File: src/rtl/bus_arbiter_pkg.sv
// Shared definitions for the memory-port arbiter: FSM encodings, arbitration
// modes and the default ack timeout.
package bus_arbiter_pkg;

    localparam logic [0:0] ARB_IDLE = 1'b0;
    localparam logic [0:0] ARB_BUSY = 1'b1;

    localparam int ARB_FIXED           = 0;
    localparam int ARB_RR              = 1;
    localparam int ARB_DEFAULT_TIMEOUT = 255;

    typedef enum logic {
        MODE_FIXED = 1'b0,
        MODE_RR    = 1'b1
    } arb_mode_e;

    // Counter must be able to hold TIMEOUT-1 at least.
    function automatic int cnt_width(input int timeout);
        return $clog2(timeout + 1);
    endfunction

endpackage

File: src/rtl/bus_arbiter_pick.sv
// Combinational grant selection: fixed priority (lowest index) or round-robin
// starting one past the previous winner.
module bus_arbiter_pick
    import bus_arbiter_pkg::*;
#(
    parameter int N_CH  = 2,
    parameter int IDX_W = $clog2(N_CH)
) (
    input  logic [N_CH-1:0]  req,
    input  logic [IDX_W-1:0] last_grant,
    input  arb_mode_e        mode,
    output logic [IDX_W-1:0] grant,
    output logic             valid
);

    localparam int SUM_W = IDX_W + 1;

    genvar gi, gj;

    logic [IDX_W-1:0] start;
    logic [N_CH-1:0]  rot;
    logic [N_CH-1:0]  low_hot;
    logic [IDX_W-1:0] offset;
    logic [SUM_W-1:0] sum;

    assign start = (mode == MODE_FIXED)                ? '0 :
                   (last_grant == IDX_W'(N_CH - 1))    ? '0 :
                   last_grant + IDX_W'(1);

    // Rotate so the search origin sits at bit 0, then isolate the lowest set bit.
    assign rot     = N_CH'({req, req} >> start);
    assign low_hot = rot & (~rot + N_CH'(1));

    generate
        for (gi = 0; gi < IDX_W; gi++) begin : g_bit
            logic [N_CH-1:0] hit;
            for (gj = 0; gj < N_CH; gj++) begin : g_ch
                if (((gj >> gi) & 1) != 0) begin : g_on
                    assign hit[gj] = low_hot[gj];
                end else begin : g_off
                    assign hit[gj] = 1'b0;
                end
            end
            assign offset[gi] = |hit;
        end
    endgenerate

    assign sum   = SUM_W'(start) + SUM_W'(offset);
    assign grant = (sum >= SUM_W'(N_CH)) ? IDX_W'(sum - SUM_W'(N_CH)) : IDX_W'(sum);
    assign valid = |req;

endmodule

File: src/rtl/bus_arbiter.sv
// Merges N_CH SRAM-like requesters onto one variable-latency memory port,
// with per-channel stall requests, flush kill and ack timeout.
module bus_arbiter
    import bus_arbiter_pkg::*;
#(
    parameter int DATA_W   = 32,
    parameter int ADDR_W   = 32,
    parameter int N_CH     = 2,
    parameter int ARB_MODE = ARB_FIXED,
    parameter int TIMEOUT  = ARB_DEFAULT_TIMEOUT
) (
    input  logic                     clk,
    input  logic                     rst,
    input  logic                     flush_i,
    input  logic [N_CH-1:0]          req_ce_i,
    input  logic [N_CH-1:0]          req_we_i,
    input  logic [N_CH*ADDR_W-1:0]   req_addr_i,
    input  logic [N_CH*DATA_W-1:0]   req_wdata_i,
    input  logic [N_CH*DATA_W/8-1:0] req_sel_i,
    output logic [DATA_W-1:0]        resp_rdata_o,
    output logic [N_CH-1:0]          resp_ack_o,
    output logic [N_CH-1:0]          resp_err_o,
    output logic [N_CH-1:0]          stallreq_o,
    output logic                     mem_ce_o,
    output logic                     mem_we_o,
    output logic [ADDR_W-1:0]        mem_addr_o,
    output logic [DATA_W-1:0]        mem_wdata_o,
    output logic [DATA_W/8-1:0]      mem_sel_o,
    input  logic [DATA_W-1:0]        mem_rdata_i,
    input  logic                     mem_ack_i
);

    localparam int SEL_W = DATA_W / 8;
    localparam int IDX_W = $clog2(N_CH);
    localparam int CNT_W = cnt_width(TIMEOUT);
    localparam arb_mode_e MODE = (ARB_MODE == ARB_RR) ? MODE_RR : MODE_FIXED;

    genvar gi;

    logic [ADDR_W-1:0] ch_addr  [N_CH];
    logic [DATA_W-1:0] ch_wdata [N_CH];
    logic [SEL_W-1:0]  ch_sel   [N_CH];

    generate
        for (gi = 0; gi < N_CH; gi++) begin : g_ch
            assign ch_addr[gi]  = req_addr_i[gi*ADDR_W +: ADDR_W];
            assign ch_wdata[gi] = req_wdata_i[gi*DATA_W +: DATA_W];
            assign ch_sel[gi]   = req_sel_i[gi*SEL_W +: SEL_W];
        end
    endgenerate

    logic [0:0]        state_reg, state_next;
    logic [IDX_W-1:0]  grant_reg, grant_next;
    logic [IDX_W-1:0]  last_grant_reg, last_grant_next;
    logic              kill_reg, kill_next;
    logic [CNT_W-1:0]  cnt_reg, cnt_next;
    logic              mem_ce_reg, mem_ce_next;
    logic              mem_we_reg, mem_we_next;
    logic [ADDR_W-1:0] mem_addr_reg, mem_addr_next;
    logic [DATA_W-1:0] mem_wdata_reg, mem_wdata_next;
    logic [SEL_W-1:0]  mem_sel_reg, mem_sel_next;
    logic [DATA_W-1:0] resp_rdata_reg, resp_rdata_next;
    logic [N_CH-1:0]   resp_ack_reg, resp_ack_next;
    logic [N_CH-1:0]   resp_err_reg, resp_err_next;

    logic [IDX_W-1:0]  pick_grant;
    logic              pick_valid;
    logic              timeout_hit;
    logic              quiet;

    bus_arbiter_pick #(
        .N_CH  (N_CH),
        .IDX_W (IDX_W)
    ) u_pick (
        .req        (req_ce_i),
        .last_grant (last_grant_reg),
        .mode       (MODE),
        .grant      (pick_grant),
        .valid      (pick_valid)
    );

    assign timeout_hit = (cnt_reg == CNT_W'(TIMEOUT - 1));
    // A flush in the completion cycle cancels the response just like an earlier one.
    assign quiet       = kill_reg | flush_i;

    always_comb begin
        state_next      = state_reg;
        grant_next      = grant_reg;
        last_grant_next = last_grant_reg;
        kill_next       = kill_reg;
        cnt_next        = cnt_reg;
        mem_ce_next     = mem_ce_reg;
        mem_we_next     = mem_we_reg;
        mem_addr_next   = mem_addr_reg;
        mem_wdata_next  = mem_wdata_reg;
        mem_sel_next    = mem_sel_reg;
        resp_rdata_next = '0;
        resp_ack_next   = '0;
        resp_err_next   = '0;
        case (state_reg)
            ARB_IDLE: begin
                if (!flush_i && pick_valid) begin
                    state_next      = ARB_BUSY;
                    grant_next      = pick_grant;
                    last_grant_next = pick_grant;
                    cnt_next        = '0;
                    mem_ce_next     = 1'b1;
                    mem_we_next     = req_we_i[pick_grant];
                    mem_addr_next   = ch_addr[pick_grant];
                    mem_wdata_next  = ch_wdata[pick_grant];
                    mem_sel_next    = ch_sel[pick_grant];
                end
            end
            ARB_BUSY: begin
                cnt_next  = cnt_reg + CNT_W'(1);
                kill_next = quiet;
                // The bus cannot abort, so a killed access still waits for its ack.
                if (mem_ack_i || timeout_hit) begin
                    state_next  = ARB_IDLE;
                    kill_next   = 1'b0;
                    mem_ce_next = 1'b0;
                    mem_we_next = 1'b0;
                    if (!quiet) begin
                        resp_ack_next[grant_reg] = 1'b1;
                        resp_err_next[grant_reg] = ~mem_ack_i;
                        resp_rdata_next = (mem_ack_i && !mem_we_reg) ? mem_rdata_i : '0;
                    end
                end
            end
            default: state_next = ARB_IDLE;
        endcase
    end

    always_ff @(posedge clk or negedge rst) begin
        if (!rst) begin
            state_reg      <= ARB_IDLE;
            grant_reg      <= '0;
            last_grant_reg <= IDX_W'(N_CH - 1);
            kill_reg       <= 1'b0;
            cnt_reg        <= '0;
            mem_ce_reg     <= 1'b0;
            mem_we_reg     <= 1'b0;
            mem_addr_reg   <= '0;
            mem_wdata_reg  <= '0;
            mem_sel_reg    <= '0;
            resp_rdata_reg <= '0;
            resp_ack_reg   <= '0;
            resp_err_reg   <= '0;
        end else begin
            state_reg      <= state_next;
            grant_reg      <= grant_next;
            last_grant_reg <= last_grant_next;
            kill_reg       <= kill_next;
            cnt_reg        <= cnt_next;
            mem_ce_reg     <= mem_ce_next;
            mem_we_reg     <= mem_we_next;
            mem_addr_reg   <= mem_addr_next;
            mem_wdata_reg  <= mem_wdata_next;
            mem_sel_reg    <= mem_sel_next;
            resp_rdata_reg <= resp_rdata_next;
            resp_ack_reg   <= resp_ack_next;
            resp_err_reg   <= resp_err_next;
        end
    end

    assign stallreq_o   = req_ce_i & ~resp_ack_reg;
    assign resp_rdata_o = resp_rdata_reg;
    assign resp_ack_o   = resp_ack_reg;
    assign resp_err_o   = resp_err_reg;
    assign mem_ce_o     = mem_ce_reg;
    assign mem_we_o     = mem_we_reg;
    assign mem_addr_o   = mem_addr_reg;
    assign mem_wdata_o  = mem_wdata_reg;
    assign mem_sel_o    = mem_sel_reg;

endmodule

File: config.mk
export PLATFORM = sky130hd
export DESIGN_NAME = bus_arbiter
export DESIGN_NICKNAME = d
export VERILOG_FILES = /design/src/rtl/bus_arbiter_pkg.sv /design/src/rtl/bus_arbiter_pick.sv /design/src/rtl/bus_arbiter.sv
export SDC_FILE = /design/constraint.sdc
export NUM_CORES = 1
export LEC_CHECK = 0
export BUFFER_PORTS_ARGS = -buffer_cell sky130_fd_sc_hd__buf_2
export CORE_AREA = 2 2 110 112
export DETAILED_ROUTE_END_ITERATION = 16
export DIE_AREA = 0 0 112 114
export PLACE_DENSITY = 0.77
export SLEW_MARGIN = 20
export SYNTH_ARGS = -nofsm -noshare
export SYNTH_HDL_FRONTEND = slang
export SYNTH_SLANG_ARGS = --single-unit
File: constraint.sdc
create_clock -name clk -period 2.25 [get_ports clk]
set_clock_uncertainty 0.2 [all_clocks]
set_input_delay 0.45 -clock clk [delete_from_list [all_inputs] [get_ports clk]]
set_output_delay 0.45 -clock clk [all_outputs]
set_load 0.01 [all_outputs]
Word level (Yosys, flattened, before mapping) --
Index checks and enable logic that the tools add are counted.
Word-level totals: logic and storage cells 76, register bits after elaboration 117
Cells by class: muxes and demuxes 35, eq/ne operators 3, $lt $le $gt $ge 5, bitwise operators 9, add/subtract/negate cells 3, reduce and logical (&&, ||, !) cells 9
Operator list (count):
- 32-bit 2-to-1 mux | 10
- 8-bit case mux with 2 select lines | 1
- 2-bit 2-to-1 mux | 6
- 4-bit 2-to-1 mux | 3
- 1-bit 2-to-1 mux | 10
- 8-bit by 1-bit adder with 8-bit output, second input constant | 1
- 8-bit == test, second input constant | 1
- 8-bit 2-to-1 mux | 1
- 2-bit bitwise AND | 3
- 1-bit case mux with 2 select lines | 3
- 1-bit by 2-bit < comparator with 1-bit output, second input constant | 2
- 2-bit inverter | 2
- 2-bit AND reduction | 2
- 1-bit logical AND | 3
- 2-bit by 1-bit adder with 2-bit output, second input constant | 1
- 1-bit by 2-bit greater-or-equal comparator with 1-bit output, second input constant | 1
- 2-bit greater-or-equal comparator, second input constant | 1
- 1-bit zero test | 2
- 2-bit by 1-bit != test with 1-bit output, second input constant | 1
- 2-bit != test, second input constant | 1
- 1-bit inverter | 2
- 1-bit inverter with 2-bit output | 1
- 2-bit OR reduction | 1
- 1-bit demux with 1-bit select | 1
- 4 further kinds | 4

Logic depth before layout (Yosys ltp) --
depth after elaboration 9, gate-level depth with buffers 5

Cells and area by module --
From an unflattened synthesis, not the netlist that was laid out.
Unflattened totals: cells, all modules 443, area total of the unflattened synthesis 4993.5 µm²
Modules (own cells, without submodules):
- bus_arbiter | seq. area each 2954.1 µm², area an instance 4958.5 µm², times used 1, cells each 439
- bus_arbiter_pick | seq. area each 0.0 µm², area an instance 35.0 µm², times used 1, cells each 4

Worst setup path after synthesis --
No wires, ideal clock.
path type input-to-reg, start point input req_ce_i[0], end point register mem_we_reg, in the netlist mem_we_o, cell stages on the path 5, data required time 1.965 ns, data arrival time 1.286 ns, library setup time 0.085 ns, slack 0.679 ns, cell sequence nand2b_1 buf_2 buf_4 o2bb2a_1 o22ai_1
Between the ends: cells in the longest elaborated chain, start to end 9, elaborated cells on any way between the ends 14, those cells by class 2 x add/sub; 1 x order compare; 1 x eq/ne; 5 x mux; 2 x bitwise; 3 x reduce/logical
RTL lines:
- from (decl) | line bus_arbiter.sv:15 | input logic [N_CH-1:0] req_ce_i,
- 2-bit inverter | line bus_arbiter_pick.sv:32 | assign low_hot = rot & (~rot + N_CH'(1));
- 2-bit by 1-bit adder with 2-bit output | line bus_arbiter_pick.sv:32
- 2-bit bitwise AND | line bus_arbiter_pick.sv:32
- 1-bit by 2-bit greater-or-equal comparator with 1-bit output / 1-bit subtractor (equally long branches) | line bus_arbiter_pick.sv:49 | assign grant = (sum >= SUM_W'(N_CH)) ? IDX_W'(sum - SUM_W'(N_CH)) : IDX_W'(sum);
- 1-bit 2-to-1 mux | line bus_arbiter_pick.sv:49
- 1-bit 2-to-1 mux (not written as such) (2 in a row) | line bus_arbiter.sv:108 | mem_we_next = req_we_i[pick_grant];
- 1-bit 2-to-1 mux | line bus_arbiter.sv:102 | if (!flush_i && pick_valid) begin
- 1-bit case mux with 2 select lines | line bus_arbiter.sv:100 | case (state_reg)
- to (signal assigned) | line bus_arbiter.sv:156 | mem_we_reg <= mem_we_next;
- to (decl) | line bus_arbiter.sv:58 | logic mem_we_reg, mem_we_next;
Several ways; a longest one is shown, not always the timed one. The select of a mux whose other input is x is not followed. A chain may end at the register's enable or synchronous reset.

Worst setup path after layout --
start point register state_reg, end point register mem_addr_reg[10], in the netlist mem_addr_o[10]
Between the ends: cells in the longest elaborated chain, start to end 2
RTL lines:
- from (decl) | line bus_arbiter.sv:52 | logic [0:0] state_reg, state_next;
- from (signal assigned) | line bus_arbiter.sv:150 | state_reg <= state_next;
- 1-bit inverter (no source line)
- 2-bit AND reduction (no source line)
- to (signal assigned) | line bus_arbiter.sv:157 | mem_addr_reg <= mem_addr_next;
- to (decl) | line bus_arbiter.sv:59 | logic [ADDR_W-1:0] mem_addr_reg, mem_addr_next;
No other way between the ends.

==> flow_summary.json <==
{
  "first_pass_iters": 4,
  "synth_common_cells": "117 x dfrtp_1, 76 x o21ai_0, 71 x mux2i_1",
  "grt_pass1_wl_um": 22700,
  "clock_tree.buffer_depth": 2,
  "finalHoldViolations": 0,
  "antenna_found_initial": 0,
  "die_w_um": 112,
  "drive_gt1_frac": 0.4522,
  "cpMaxStageDelayCell": "dfrtp_1",
  "wl_um": 14610,
  "post_cts_resized": 0,
  "grt.overflow.total": 0,
  "max_cap_violations": 0,
  "synth_edf_count": 0,
  "crit_chain": "or2_2 -> or2_2 -> buf_4 -> o21ai_0",
  "crit_path_frequent_cell": "or2_2",
  "fin_crit_ps": 1857,
  "grt_util_all_layers": 0.2279,
  "yosys.area.top_type_share": 0.5756,
  "die_height_um": 114,
  "cts.htree.levels": 4,
  "via_count": 4646,
  "cts_made_buffers": 17,
  "switchingPower_mw": 1.848,
  "wl_per_cell_um": 16.42,
  "yosys_warnings": 0,
  "endpoint_kind": "flop",
  "nNetsFinal": 908,
  "post-cts-setup-buffer-count": 0,
  "synthFlopType": "dfrtp_1",
  "async_flop_share": 1.000,
  "fmax_ghz": 0.5386,
  "seq_power_share": 0.380,
  "power_per_cell_area_nw_per_um2": 954.9,
  "worstPathRequired_ps": 2370,
  "crit_path_start_kind": "flop",
  "synth_top_area_cell": "dfrtp_1",
  "dp_slack_ps": 245.7,
  "portBuffers": 283,
  "syn_nets": 625,
  "clockRootBuffer": "clkbuf_16",
  "cts_sinks": 117,
  "setup_tns_ps": 0,
  "clock_latency_ps": 410,
  "area_delta_synth_final_pct": 44.45,
  "synth.area.top_cells": "dfrtp_1 58%, mux2i_1 14%, o21ai_0 7.5%",
  "core_area_um2": 11710,
  "worst-path-buf-inv": 1,
  "p_leak_nw": 4.127,
  "grt_max_degree": 60,
  "internal_power_mw": 5.168,
  "yosysMostFrequentCell": "dfrtp_1",
  "gp_congestion": 0.8406,
  "status": "completed",
  "rows": 40,
  "fin_ws_ps": 393.2,
  "tightestPinTransition_ps": 567.1,
  "grt_pass1_vias": 4661,
  "ir_worst_vdd_mv": 0.7908,
  "critPathArrivalTime_ps": 1980,
  "drc_errors": 0,
  "dieArea_um2": 12770,
  "critPathMaxStageDelay_ps": 500,
  "yosysSeqAreaShare": 0.5756,
  "diodes": 0,
  "cp_max_fo": 20,
  "cts.clk_slew.worst_paths_ps": 50,
  "yosysUniqueCellTypes": 34,
  "clkPwrFrac": 0.432,
  "synth_area_um2": 5086,
  "critPathTopFamily": "simple AND/OR/NAND/NOR gates",
  "drtIter0Drc": 364,
  "ant_nets": 0,
  "synthCells": 447,
  "syn_area_per_cell_um2": 11.38,
  "cts_tree": "done",
  "setup_viol": 0,
  "start_util": 0.4343,
  "synth_seq_cells": 117,
  "finalCritPeriodShare": 0.8253,
  "vias_per_cell": 5.220,
  "path_class": "flop to flop",
  "max_slew_margin": 0.6179,
  "p_comb_frac": 0.189,
  "dp_hpwl_um": 10590,
  "drv_slew": 0,
  "hold_path.class": "primary input to flop",
  "p_sw_frac": 0.2635,
  "rsz0062_at_grt": "false",
  "io_pins": 284
}
==> routing by layer <==
layer | wire length [um] | global-route usage | up-vias
met3 | 1146 | 0.07439 | 36
met5 | 0 | 0 | -
met2 | 7414 | 0.3778 | 219
met1 | 5629 | 0.2642 | 2245
met4 | 425 | 0.1244 | 0
li1 | - | - | 2146
==> worst paths after layout <==
kind | depth (start not counted) | endpoint | slack, ps | startpoint
setup / recovery | 4 | mem_addr_o[10] | 390 | state_reg
hold / removal | 2 | resp_err_o[0] | 40 | mem_ack_i
setup reg to reg | 4 | mem_addr_o[10] | 390 | state_reg
hold reg to reg | 1 | cnt_reg[7] | 290 | cnt_reg[7]
max in group asynchronous | 3 | mem_addr_o[21] | 1040 | rst
min in group asynchronous | 2 | mem_addr_o[7] | 250 | rst
==> cell usage in the layout (no fill, tap or decap), types with 4 or more instances in the layout <==
| cell | Yosys | routed |
|---|---|---|
| and2_1 | 32 | 32 |
| buf_12 | 0 | 4 |
| buf_2 | 9 | 282 |
| buf_4 | 1 | 13 |
| bufinv_16 | 0 | 6 |
| clkbuf_16 | 0 | 17 |
| clkinv_2 | 0 | 4 |
| dfrtp_1 | 117 | 117 |
| inv_1 | 4 | 4 |
| mux2i_1 | 71 | 71 |
| nand3_1 | 4 | 4 |
| nor2_1 | 5 | 4 |
| o21ai_0 | 76 | 76 |
| o21ai_1 | 68 | 68 |
==> logic make-up (layout without fill, tap and decap cells) <==
logic type,after synthesis,in the layout,synth area share
compound gates,154,154,0.1572
simple gates,62,62,0.07601
buf+inv,40,336,0.04428
mux,72,72,0.1419
fa+ha+maj,2,2,0.004919
flops,117,117,0.5756
==> power by group through the flow <==
| stage | Combinational, mW | Clock (mW) | Sequential [mW] |
|---|---|---|---|
| floorplan | 0.516 | 0 | 2.81 |
| global placement | 1.30 | 0 | 2.67 |
| detailed placement | 1.34 | 0 | 2.69 |
| CTS | 1.35 | 3.09 | 2.66 |
| global route | 1.47 | 3.19 | 2.70 |
| finish | 1.32 | 3.03 | 2.66 |
==> final cells by class <==
cell class | instances | area [um2]
flip-flops and latches | 117 | 2928
fillers | 956 | 4364
well taps | 147 | 183.9
clock buffers | 22 | 464.2
clock inverters | 10 | 200.2
multi-input cells | 290 | 1957
inverters | 4 | 15.01
repair buffers | 300 | 1599
==> stage by stage <==
step | instance area [um2] | hold slack [ps] | total power [mW] | instances | util
floorplan | 5086 | -45.59 | 3.323 | 447 | -
global placement | 6673 | 132.0 | 3.969 | 857 | 0.5698
detailed placement | 6673 | 135.8 | 4.030 | 857 | 0.5698
CTS | 7347 | 23.15 | 7.096 | 890 | 0.6274
global route | 7347 | 28.63 | 7.360 | 890 | 0.6274
finish | 7347 | 42.03 | 7.016 | 890 | 0.6274
==> repair_timing <==
action	CTS	global route
hold buffers	1	0
endpoints found under the setup margin	0	0
hold endpoints to repair	15	0
(Power assumes the default switching activity.)
